File: src/rtl/enc_snd_32_pkg.sv
// Shared types and constants for the encoder-delta return path.
// State encoding, counter width default and packing positions of the 32-bit word.
package enc_snd_pkg;

  localparam int CNT_W_DEF = 16;
  localparam int R_LSB     = 0;
  localparam int L_LSB     = 16;

  typedef enum logic [1:0] {
    IDLE    = 2'd0,
    LATCH   = 2'd1,
    SEND    = 2'd2,
    SEND_TS = 2'd3
  } state_e;

  // Gray phase {A,B} -> position 0..3 along the forward sequence 00,01,11,10
  function automatic logic [1:0] gray_pos(input logic a, input logic b);
    return {a, a ^ b};
  endfunction

endpackage

File: src/rtl/enc_snd_32_if.sv
// Write side of the 32-bit FPGA->host FIFO: data, write enable and full flag.
// The producer (master) never asserts snd_en_32 while data_full_32 is high.
interface enc_snd_32_if;

  logic [31:0] snd_data_32;
  logic        snd_en_32;
  logic        data_full_32;

  modport master (
    output snd_data_32,
    output snd_en_32,
    input  data_full_32
  );

  modport slave (
    input  snd_data_32,
    input  snd_en_32,
    output data_full_32
  );

endinterface

File: src/rtl/enc_snd_32_quad_dec.sv
// One wheel: 2-flop synchronizer, x4 quadrature decode and a wrapping signed delta counter.
// next_cnt includes this cycle's step; clr loads 0 so a step on the clear cycle lands in next_cnt.
module quad_dec
  import enc_snd_pkg::*;
#(
  parameter int CNT_W = CNT_W_DEF
) (
  input  logic             clk,
  input  logic             rst_32,
  input  logic             a,
  input  logic             b,
  input  logic             clr,
  output logic [CNT_W-1:0] cnt,
  output logic [CNT_W-1:0] next_cnt
);

  logic             a_s1_q, a_s1_d, a_s2_q, a_s2_d;
  logic             b_s1_q, b_s1_d, b_s2_q, b_s2_d;
  logic [1:0]       ab_prev_q, ab_prev_d;
  logic [CNT_W-1:0] cnt_q, cnt_d;
  logic [1:0]       pos_diff;
  logic [CNT_W-1:0] inc;

  always_comb begin
    a_s1_d    = a;
    b_s1_d    = b;
    a_s2_d    = a_s1_q;
    b_s2_d    = b_s1_q;
    ab_prev_d = {a_s2_q, b_s2_q};

    // Diff of 2 means both phases moved: illegal, contributes nothing
    pos_diff  = gray_pos(a_s2_q, b_s2_q) - gray_pos(ab_prev_q[1], ab_prev_q[0]);
    inc       = '0;
    if (pos_diff == 2'd1) begin
      inc = CNT_W'(1);
    end else if (pos_diff == 2'd3) begin
      inc = '1;
    end

    next_cnt = cnt_q + inc;
    cnt_d    = clr ? '0 : next_cnt;
  end

  always_ff @(posedge clk) begin
    if (rst_32) begin
      a_s1_q    <= 1'b0;
      a_s2_q    <= 1'b0;
      b_s1_q    <= 1'b0;
      b_s2_q    <= 1'b0;
      ab_prev_q <= 2'b00;
      cnt_q     <= '0;
    end else begin
      a_s1_q    <= a_s1_d;
      a_s2_q    <= a_s2_d;
      b_s1_q    <= b_s1_d;
      b_s2_q    <= b_s2_d;
      ab_prev_q <= ab_prev_d;
      cnt_q     <= cnt_d;
    end
  end

  assign cnt = cnt_q;

endmodule

File: src/rtl/enc_snd_32.sv
// Periodic packer of right/left encoder deltas into FIFO words; tick->write >= 2 cycles, holds in SEND while full.
// Late ticks are dropped (counted) and motion accumulates; SND_TIMESTAMP_EN appends a cycle-count word.
module enc_snd_32
  import enc_snd_pkg::*;
#(
  parameter int SAMPLE_DIV = 100000,
  parameter int CNT_W      = CNT_W_DEF
) (
  input  logic         clk,
  input  logic         rst_32,
  input  logic         snd_enable,
  input  logic         enc_a_r,
  input  logic         enc_b_r,
  input  logic         enc_a_l,
  input  logic         enc_b_l,
  enc_snd_32_if.master snd_if,
  output logic [7:0]   drop_cnt
);

  localparam int              TMR_W    = $clog2(SAMPLE_DIV);
  localparam logic [TMR_W-1:0] TMR_LAST = TMR_W'(SAMPLE_DIV - 1);

  state_e           state_q, state_d;
  logic [TMR_W-1:0] timer_q, timer_d;
  logic [31:0]      data_q, data_d;
  logic [7:0]       drop_q, drop_d;
  logic             tick, clr, snd_en;
  logic [CNT_W-1:0] next_r, next_l;
  logic [CNT_W-1:0] unused_cnt_r, unused_cnt_l;

`ifdef SND_TIMESTAMP_EN
  logic [31:0]      cyc_q, cyc_d;
  logic [31:0]      ts_q, ts_d;
`endif

  quad_dec #(.CNT_W(CNT_W)) u_dec_r (
    .clk      (clk),
    .rst_32   (rst_32),
    .a        (enc_a_r),
    .b        (enc_b_r),
    .clr      (clr),
    .cnt      (unused_cnt_r),
    .next_cnt (next_r)
  );

  quad_dec #(.CNT_W(CNT_W)) u_dec_l (
    .clk      (clk),
    .rst_32   (rst_32),
    .a        (enc_a_l),
    .b        (enc_b_l),
    .clr      (clr),
    .cnt      (unused_cnt_l),
    .next_cnt (next_l)
  );

  always_comb begin
    state_d = state_q;
    data_d  = data_q;
    drop_d  = drop_q;
    clr     = 1'b0;
    snd_en  = 1'b0;
`ifdef SND_TIMESTAMP_EN
    cyc_d   = cyc_q + 32'd1;
    ts_d    = ts_q;
`endif

    tick    = snd_enable && (timer_q == TMR_LAST);
    timer_d = (!snd_enable || tick) ? '0 : timer_q + TMR_W'(1);

    if (tick && (state_q != IDLE) && (drop_q != 8'hFF)) begin
      drop_d = drop_q + 8'd1;
    end

    case (state_q)
      IDLE: begin
        if (tick) state_d = LATCH;
      end
      LATCH: begin
        data_d[R_LSB +: CNT_W] = next_r;
        data_d[L_LSB +: CNT_W] = next_l;
        clr     = 1'b1;
        state_d = SEND;
`ifdef SND_TIMESTAMP_EN
        ts_d    = cyc_q;
`endif
      end
      SEND: begin
        if (!snd_if.data_full_32) begin
          snd_en = 1'b1;
`ifdef SND_TIMESTAMP_EN
          // Reuse the output register for the timestamp so the data path stays one flop
          data_d  = ts_q;
          state_d = SEND_TS;
`else
          state_d = IDLE;
`endif
        end
      end
`ifdef SND_TIMESTAMP_EN
      SEND_TS: begin
        if (!snd_if.data_full_32) begin
          snd_en  = 1'b1;
          state_d = IDLE;
        end
      end
`endif
      default: state_d = IDLE;
    endcase
  end

  always_ff @(posedge clk) begin
    if (rst_32) begin
      state_q <= IDLE;
      timer_q <= '0;
      data_q  <= '0;
      drop_q  <= '0;
`ifdef SND_TIMESTAMP_EN
      cyc_q   <= '0;
      ts_q    <= '0;
`endif
    end else begin
      state_q <= state_d;
      timer_q <= timer_d;
      data_q  <= data_d;
      drop_q  <= drop_d;
`ifdef SND_TIMESTAMP_EN
      cyc_q   <= cyc_d;
      ts_q    <= ts_d;
`endif
    end
  end

  assign snd_if.snd_data_32 = data_q;
  assign snd_if.snd_en_32   = snd_en;
  assign drop_cnt           = drop_q;

endmodule
File: src/flat_wrapper.sv
// flat-port wrapper written by rule: the top's interface ports become plain ports
module enc_snd_32_flat import enc_snd_pkg::*;
#(
  parameter int SAMPLE_DIV = 100000,
  parameter int CNT_W      = CNT_W_DEF
)
  (clk, rst_32, snd_enable, enc_a_r, enc_b_r, enc_a_l, enc_b_l, drop_cnt, snd_if_snd_data_32, snd_if_snd_en_32, snd_if_data_full_32);
  enc_snd_32_if snd_if_i ();
  input  logic clk;
  input  logic rst_32;
  input  logic snd_enable;
  input  logic enc_a_r;
  input  logic enc_b_r;
  input  logic enc_a_l;
  input  logic enc_b_l;
  output logic [7:0] drop_cnt;
  output wire logic [$bits(snd_if_i.snd_data_32)-1:0] snd_if_snd_data_32;
  output wire logic [$bits(snd_if_i.snd_en_32)-1:0] snd_if_snd_en_32;
  input wire logic [$bits(snd_if_i.data_full_32)-1:0] snd_if_data_full_32;
  assign snd_if_snd_data_32 = snd_if_i.snd_data_32;
  assign snd_if_snd_en_32 = snd_if_i.snd_en_32;
  assign snd_if_i.data_full_32 = snd_if_data_full_32;
  enc_snd_32 #(.SAMPLE_DIV(SAMPLE_DIV), .CNT_W(CNT_W)) u_core (.clk(clk), .rst_32(rst_32), .snd_enable(snd_enable), .enc_a_r(enc_a_r), .enc_b_r(enc_b_r), .enc_a_l(enc_a_l), .enc_b_l(enc_b_l), .snd_if(snd_if_i), .drop_cnt(drop_cnt));
endmodule
File: config.mk
export PLATFORM = sky130hd
export DESIGN_NAME = enc_snd_32_flat
export DESIGN_NICKNAME = d
export VERILOG_FILES = /design/src/rtl/enc_snd_32_pkg.sv /design/src/rtl/enc_snd_32_if.sv /design/src/rtl/enc_snd_32_quad_dec.sv /design/src/rtl/enc_snd_32.sv /design/src/flat_wrapper.sv
export SDC_FILE = /design/constraint.sdc
export NUM_CORES = 1
export LEC_CHECK = 0
export CAP_MARGIN = 20
export CORE_MARGIN = 8
export CORE_UTILIZATION = 63
export CTS_BUF_LIST = sky130_fd_sc_hd__clkbuf_4 sky130_fd_sc_hd__clkbuf_8
export DETAILED_ROUTE_END_ITERATION = 7
export GPL_TIMING_DRIVEN = 0
export PLACE_DENSITY_LB_ADDON = 0.15
export RECOVER_POWER = 50
export SLEW_MARGIN = 20
export SYNTH_ARGS = -nofsm -noshare
export SYNTH_HDL_FRONTEND = slang
export SYNTH_SLANG_ARGS = --single-unit
File: constraint.sdc
create_clock -name clk -period 6.88 [get_ports clk]
set_clock_uncertainty 0.05 [all_clocks]
set_input_delay 1.032 -clock clk [delete_from_list [all_inputs] [get_ports clk]]
set_output_delay 1.032 -clock clk [all_outputs]
set_load 0.1 [all_outputs]
==> results of run 1 <==
==> routing by layer <==
layer	vias to the layer above	global-route usage	share of wire
met5	-	0	0
met4	0	0.0442	0.0075
met3	7	0.0518	0.060
met2	100	0.331	0.48
met1	1764	0.250	0.45
li1	1891	-	-
==> flip-flops by register name, summed over array words and instances (netlist names) <==
register,flops
u_core.u_dec_r.ab_prev_q,2
u_core.drop_cnt,8
u_core.timer_q,17
u_core.u_dec_l.b_s1_q,1
u_core.u_dec_r.a_s2_q,1
u_core.u_dec_l.b_s2_q,1
u_core.u_dec_l.ab_prev_q,2
u_core.u_dec_r.cnt,16
u_core.snd_if.snd_data_32,32
u_core.u_dec_l.a_s1_q,1
u_core.u_dec_l.a_s2_q,1
u_core.u_dec_r.b_s1_q,1
u_core.u_dec_l.cnt,16
u_core.u_dec_r.b_s2_q,1
u_core.u_dec_r.a_s1_q,1
u_core.state_q,2
==> per-stage QoR <==
step / cell area, um2 / total power (W) / setup WS (ns)
CTS: 5340 / 0.00121 / 2.93
finish: 5330 / 0.00121 / 2.95
global placement: 5120 / 0.000817 / 2.97
global route: 5330 / 0.00126 / 2.91
detailed placement: 5120 / 0.000822 / 2.95
floorplan: 4520 / 0.000782 / 2.58
==> worst paths after layout <==
check	to	slack [ns]	cells after the start
min reg2reg	u_core.snd_if.snd_data_32[25]$_SDFFE_PP0P_	0.40	2
max reg2reg	u_core.snd_if.snd_data_32[28]$_SDFFE_PP0P_	3.26	13
min	u_core.snd_if.snd_data_32[25]$_SDFFE_PP0P_	0.40	2
max	snd_if_snd_en_32	2.95	3
==> layout make-up <==
| class | instances | share of cell area |
|---|---|---|
| Timing Repair Buffer | 48 | 0.0902 |
| Buffer | 28 | 0.0211 |
| Multi-Input combinational cell | 363 | 0.432 |
| Sequential cell | 103 | 0.387 |
| Tap cell | 99 | 0.0233 |
| Clock inverter | 7 | 0.0169 |
| Inverter | 8 | 0.00564 |
| Clock buffer | 9 | 0.0233 |
==> critical path, stage by stage <==
cell and delay [ns]:
clkdlybuf4s50_1 0.44, nor3b_1 0.20, clkdlybuf4s50_1 1.17
==> cell families (layout without fill, tap and decap cells) <==
group           after synthesis  count (layout)  share of synthesized area
flops                       103             103                      0.456
fa+ha+maj                     8               8                     0.0222
compound gates               67              67                     0.0917
buf+inv                      36             100                     0.0327
xor+xnor                     51              51                      0.105
mux                          16              16                     0.0357
simple gates                221             221                      0.256
==> synth_stat cells, types with 3 or more instances <==
cell type  instances
a22o_1             6
and3_1            10
o2111ai_1          3
o211ai_1           4
nor2_1            54
o31ai_1            3
nor4_1            16
nand3b_1           3
inv_1              8
a21oi_1           11
nand2_1           37
clkbuf_1          24
nor3_1            16
mux2i_1           15
dfxtp_1          103
or4_1              6
nand3_1           15
ha_1               8
o21ai_0           30
nor2b_1           13
xor2_1            25
nand2b_1           5
or3_1              8
xnor2_1           24
and4_1             6
and2_1             8
nand4_1           15
==> power groups by stage <==
stage / Clock (W) / Combinational [W] / Sequential (W)
finish: 0.000397 / 0.000175 / 0.000636
global route: 0.000428 / 0.000196 / 0.000640
CTS: 0.000403 / 0.000175 / 0.000636
detailed placement: 0 / 0.000173 / 0.000649
global placement: 0 / 0.000169 / 0.000649
floorplan: 0 / 0.000137 / 0.000645
==> impl_metrics.tcl, run 1 <==
set metrics [dict create \
    clock-sinks 103 \
    grtUsageTotal 0.199 \
    leakage_nw 1.96 \
    p_clk_frac 0.328 \
    cp-end-kind "output pin" \
    rsz0062_at_grt "no" \
    worstPathArrival_ns 2.84 \
    cts_buffers 9 \
    antenna_cells 0 \
    start_util 0.637 \
    antenna_found_initial 0 \
    vias 3762 \
    p_seq_frac 0.526 \
    viasPerCell 5.66 \
    p_int_w 0.000865 \
    die_width_um 101 \
    fmax_ghz 0.255 \
    worstMarginPinSlew_ns 1.00 \
    ir_drop_mv 0.130 \
    worst-path-max-fanout 2 \
    ant_nets 0 \
    wirelength_um 9730 \
    finalMaxSlewViolations 0 \
    mostFrequentLayoutCell "dfxtp_1" \
    clk_pin_slew_ns 0.09 \
    place_inst 649 \
    core-area_um2 7100 \
    holdCritStartpoint "u_core.snd_if.snd_data_32[25]$_SDFFE_PP0P_" \
    switching_share 0.285 \
    clockBufferDepth 2 \
    first_global_vias 3499 \
    cts-resized-gates 0 \
    dpl.hpwl_um 6930 \
    dr.pass1.iters 5 \
    cts.htree.levels 3 \
    fin_crit_sh 0.571 \
    cellPowerDensity_nw_per_um2 227 \
    multiInputGateArea_um2 2300 \
    worstReg2RegStart "u_core.u_dec_l.ab_prev_q[1]$_SDFF_PP0_" \
    critPathLaunchType "primary input" \
    path_class "in2out" \
    post-route-util 0.750 \
    dieArea_um2 10100 \
    clk_latency_ns 0.37 \
    synth_area_leaders "dfxtp_1, xor2_1, xnor2_1, nor2_1, mux2i_1" \
    synth_edf_count 0 \
    cts_hold_buf 0 \
    ys_ff_latch 103 \
    p_comb_frac 0.145 \
    post-cts-setup-buffers 0 \
    place.gp.congestion 0.868 \
    grt_max_degree 20 \
    cts_tree "yes" \
    p_sw_w 0.000344 \
    fin_crit_ns 3.93 \
    async_flop_share 0 \
    route.detailed.drc 0 \
    critPathLaunch "snd_if_data_full_32" \
    required_ns 5.80 \
    die_h_um 101 \
    first_iter_violations 191 \
    finalSetupViolCount 0 \
    hold_path_class "reg2reg" \
    root_buffer "clkbuf_8" \
    synth_top_area_cell "dfxtp_1" \
    final.setup.tns_ns 0 \
    relSlewSlack 0.329 \
    status "complete, no violations" \
    numPortBuffers 48 \
    stdcell_count 665 \
    fillers 542 \
    final_layout_size_suffix_gt1_frac 0.0371 \
    synthCells 502 \
    final_cell_mix "dfxtp_1, nor2_1, nand2_1" \
    syn_nets 518 \
    mappedNetlistArea_um2 4520 \
    fin_hold_ws_ns 0.402 \
    ys_seq_area_frac 0.456 \
    wl_per_cell_um 14.6 \
    post_synth_num_cell_types 48 \
    nets 577 \
    rows 31 \
    register_area_um2 2060 \
    syn2layout_area_growth_pct 17.9 \
    drv_cap 0 \
    overflow 0 \
    io-pin-count 49 \
    grt_pass1_wl_um 16500 \
    ys_warn_count 0 \
    synth_top_area_share 0.456 \
    synthFlopType "dfxtp_1" \
    hold_violations 0 \
    avgSynthCellArea_um2 9.00 \
]
(Power assumes the default switching activity.)
==> run 2: changes to the inputs <==
--- a/config.mk
+++ b/config.mk
@@ -7,7 +7,7 @@
 export LEC_CHECK = 0
 export CAP_MARGIN = 20
 export CORE_MARGIN = 8
-export CORE_UTILIZATION = 63
+export CORE_UTILIZATION = 53
 export CTS_BUF_LIST = sky130_fd_sc_hd__clkbuf_4 sky130_fd_sc_hd__clkbuf_8
 export DETAILED_ROUTE_END_ITERATION = 7
 export GPL_TIMING_DRIVEN = 0
==> constraint.sdc (replaced) <==
create_clock -name clk -period 3.52 [get_ports clk]
set_clock_uncertainty 0.05 [all_clocks]
set_input_delay 0.528 -clock clk [delete_from_list [all_inputs] [get_ports clk]]
set_output_delay 0.528 -clock clk [all_outputs]
set_load 0.1 [all_outputs]
==> run 2 against run 1 <==
Register-to-register slack got worse by 3.1 ns. Cell count grew 0.75%. Wire length down 0.16%. First-iteration DRC count down 6.8%. Critical endpoint is now u_core.snd_if.snd_data_32[30]$_SDFFE_PP0P_. Global-route usage shrank 2.7 points. Critical path depth grew 9. Clock power up 85%. Core utilization decreased by 10 points. Non-clock buffer count fell by 1. Largest power group unchanged. Design area rose by 0.14%.
==> impl_metrics.tcl, run 2 (synthesis gave the netlist of run 1 again) <==
set metrics [dict create \
    clock-sinks 103 \
    ir_drop_mv 0.309 \
    numPortBuffers 48 \
    die_h_um 108 \
    mostFrequentLayoutCell "dfxtp_1" \
    worstPathCellList "xor2_1 > ha_1 > xnor3_2 > or2_2 > buf_2 > xnor2_1 > ha_2 > or4_4 > nor4_2 > mux2i_1 > xnor2_1 > o21ai_0" \
    dpl.hpwl_um 6950 \
    rows 33 \
    place.gp.congestion 0.870 \
    worstReg2RegEnd "u_core.snd_if.snd_data_32[30]$_SDFFE_PP0P_" \
    die_width_um 108 \
    cts.htree.levels 3 \
    ff2ff_setup_slack_ns 0.17 \
    status "complete, no violations" \
    place_inst 655 \
    crit_top_cell "xnor2_1" \
    slowest_stage "or4_4" \
    route.detailed.drc 0 \
    clockBufferDepth 2 \
    worst-path-max-fanout 9 \
    ant_nets 0 \
    largest_reg_flops 32 \
    drv_cap 0 \
    cts_tree "yes" \
    path_buf_inv 1 \
    rsz0062_at_grt "no" \
    holdCritStartpoint "u_core.u_dec_l.a_s1_q$_SDFF_PP0_" \
    relSlewSlack 0.304 \
    nets 576 \
    vias 3737 \
    cp-end-kind "flip-flop" \
    grt_pass1_wl_um 16600 \
    fin_hold_ws_ns 0.385 \
    met3_length_um 561 \
    fin_crit_sh 0.950 \
    root_buffer "clkbuf_8" \
    holdPathStages 1 \
    cpLargestDelayFamily "simple AND/OR/NAND/NOR gates" \
    cts_buffers 9 \
    core-area_um2 8260 \
    cts_hold_buf 0 \
    first_global_vias 3579 \
    wl_per_cell_um 14.5 \
    finalSetupViolCount 0 \
    clk_latency_ns 0.36 \
    grtUsageTotal 0.172 \
    wl_met1_um 4520 \
    overflow 0 \
    stdcell_count 670 \
    reg2reg_depth 12 \
    post-route-util 0.646 \
    top_layer_used "met4" \
    clk_pin_slew_ns 0.10 \
    wl_met2_um 4560 \
    antenna_cells 0 \
    path_class "reg2reg" \
    finalPower_w 0.00233 \
    cellPowerDensity_nw_per_um2 437 \
    fin_crit_ns 3.35 \
    syn2layout_area_growth_pct 18.1 \
    dieArea_um2 11700 \
    dr.pass1.iters 4 \
    first_iter_violations 178 \
    final_layout_size_suffix_gt1_frac 0.0496 \
    worstMarginPinSlew_ns 1.03 \
    hold_path_end "u_core.u_dec_l.a_s2_q$_SDFF_PP0_" \
    leakage_nw 2.04 \
    critPathLaunchType "flip-flop" \
    hold_path_class "reg2reg" \
    hold_violations 0 \
    viasPerCell 5.58 \
    fmax_ghz 0.299 \
    finalMaxSlewViolations 0 \
    io-pin-count 49 \
    start_util 0.547 \
    required_ns 3.70 \
    final_cell_mix "dfxtp_1, nor2_1, nand2_1" \
    worstReg2RegStart "u_core.u_dec_l.ab_prev_q[1]$_SDFF_PP0_" \
    antenna_found_initial 0 \
    worstPathArrival_ns 3.52 \
    wirelength_um 9720 \
    cpPeakStageDelay_ns 0.47 \
    grt_max_degree 17 \
]
==> run 2: metal layers <==
metal / vias to the layer above / global-route usage
li1: 1879 / -
met1: 1761 / 0.218
met2: 90 / 0.280
met3: 7 / 0.0464
met4: 0 / 0.0528
met5: - / 0
==> run 2: report_power, final <==
part	internal (W)	switching (W)	total [W]	leakage, nW
registers	0.00121	0.0000377	0.00124	0.834
clock network	0.000345	0.000389	0.000734	0.0964
logic	0.000149	0.000205	0.000354	1.10
total	0.00170	0.000631	0.00233	2.04
==> run 2: worst max path at each step <==
stage / endpoint / start / depth (start not counted) / slack (ns)
after floorplan: snd_if_snd_en_32 / snd_if_data_full_32 / 1 / 0.23
after global placement: u_core.snd_if.snd_data_32[30]$_SDFFE_PP0P_ / u_core.u_dec_l.ab_prev_q[1]$_SDFF_PP0_ / 13 / 0.06
after detailed placement: u_core.snd_if.snd_data_32[30]$_SDFFE_PP0P_ / u_core.u_dec_l.ab_prev_q[1]$_SDFF_PP0_ / 13 / -0.05
after CTS: u_core.snd_if.snd_data_32[30]$_SDFFE_PP0P_ / u_core.u_dec_l.ab_prev_q[1]$_SDFF_PP0_ / 12 / 0.02
after global routing: u_core.snd_if.snd_data_32[14]$_SDFFE_PP0P_ / u_core.u_dec_r.ab_prev_q[1]$_SDFF_PP0_ / 12 / 0.004
final: u_core.snd_if.snd_data_32[30]$_SDFFE_PP0P_ / u_core.u_dec_l.ab_prev_q[1]$_SDFF_PP0_ / 12 / 0.17
==> run 2: area by class of cell <==
type                       instances  area [um2]
buffer                            26         106
clock buffer                      11         139
clock inverter                     5        58.8
fill                             725        2920
inverter                           8        30.0
multi-input combinational        363        2320
sequential                       103        2060
tap                              105         131
timing repair buffer              49         488
==> run 2: metrics by stage <==
step | instance area (um2) | setup slack [ns] | setup TNS [ns]
finish | 5330 | 0.174 | 0
global route | 5330 | 0.00392 | 0
CTS | 5340 | 0.0168 | 0
detailed placement | 5130 | -0.0476 | -0.0476
global placement | 5130 | 0.0565 | 0
floorplan | 4520 | 0.226 | 0
==> run 2: timing repair <==
item,4_1_cts,5_1_grt
endpoints found under the setup margin,3,4
cloned,0,0
pin swaps,1,1
resized for setup,2,3
setup buffers,1,0
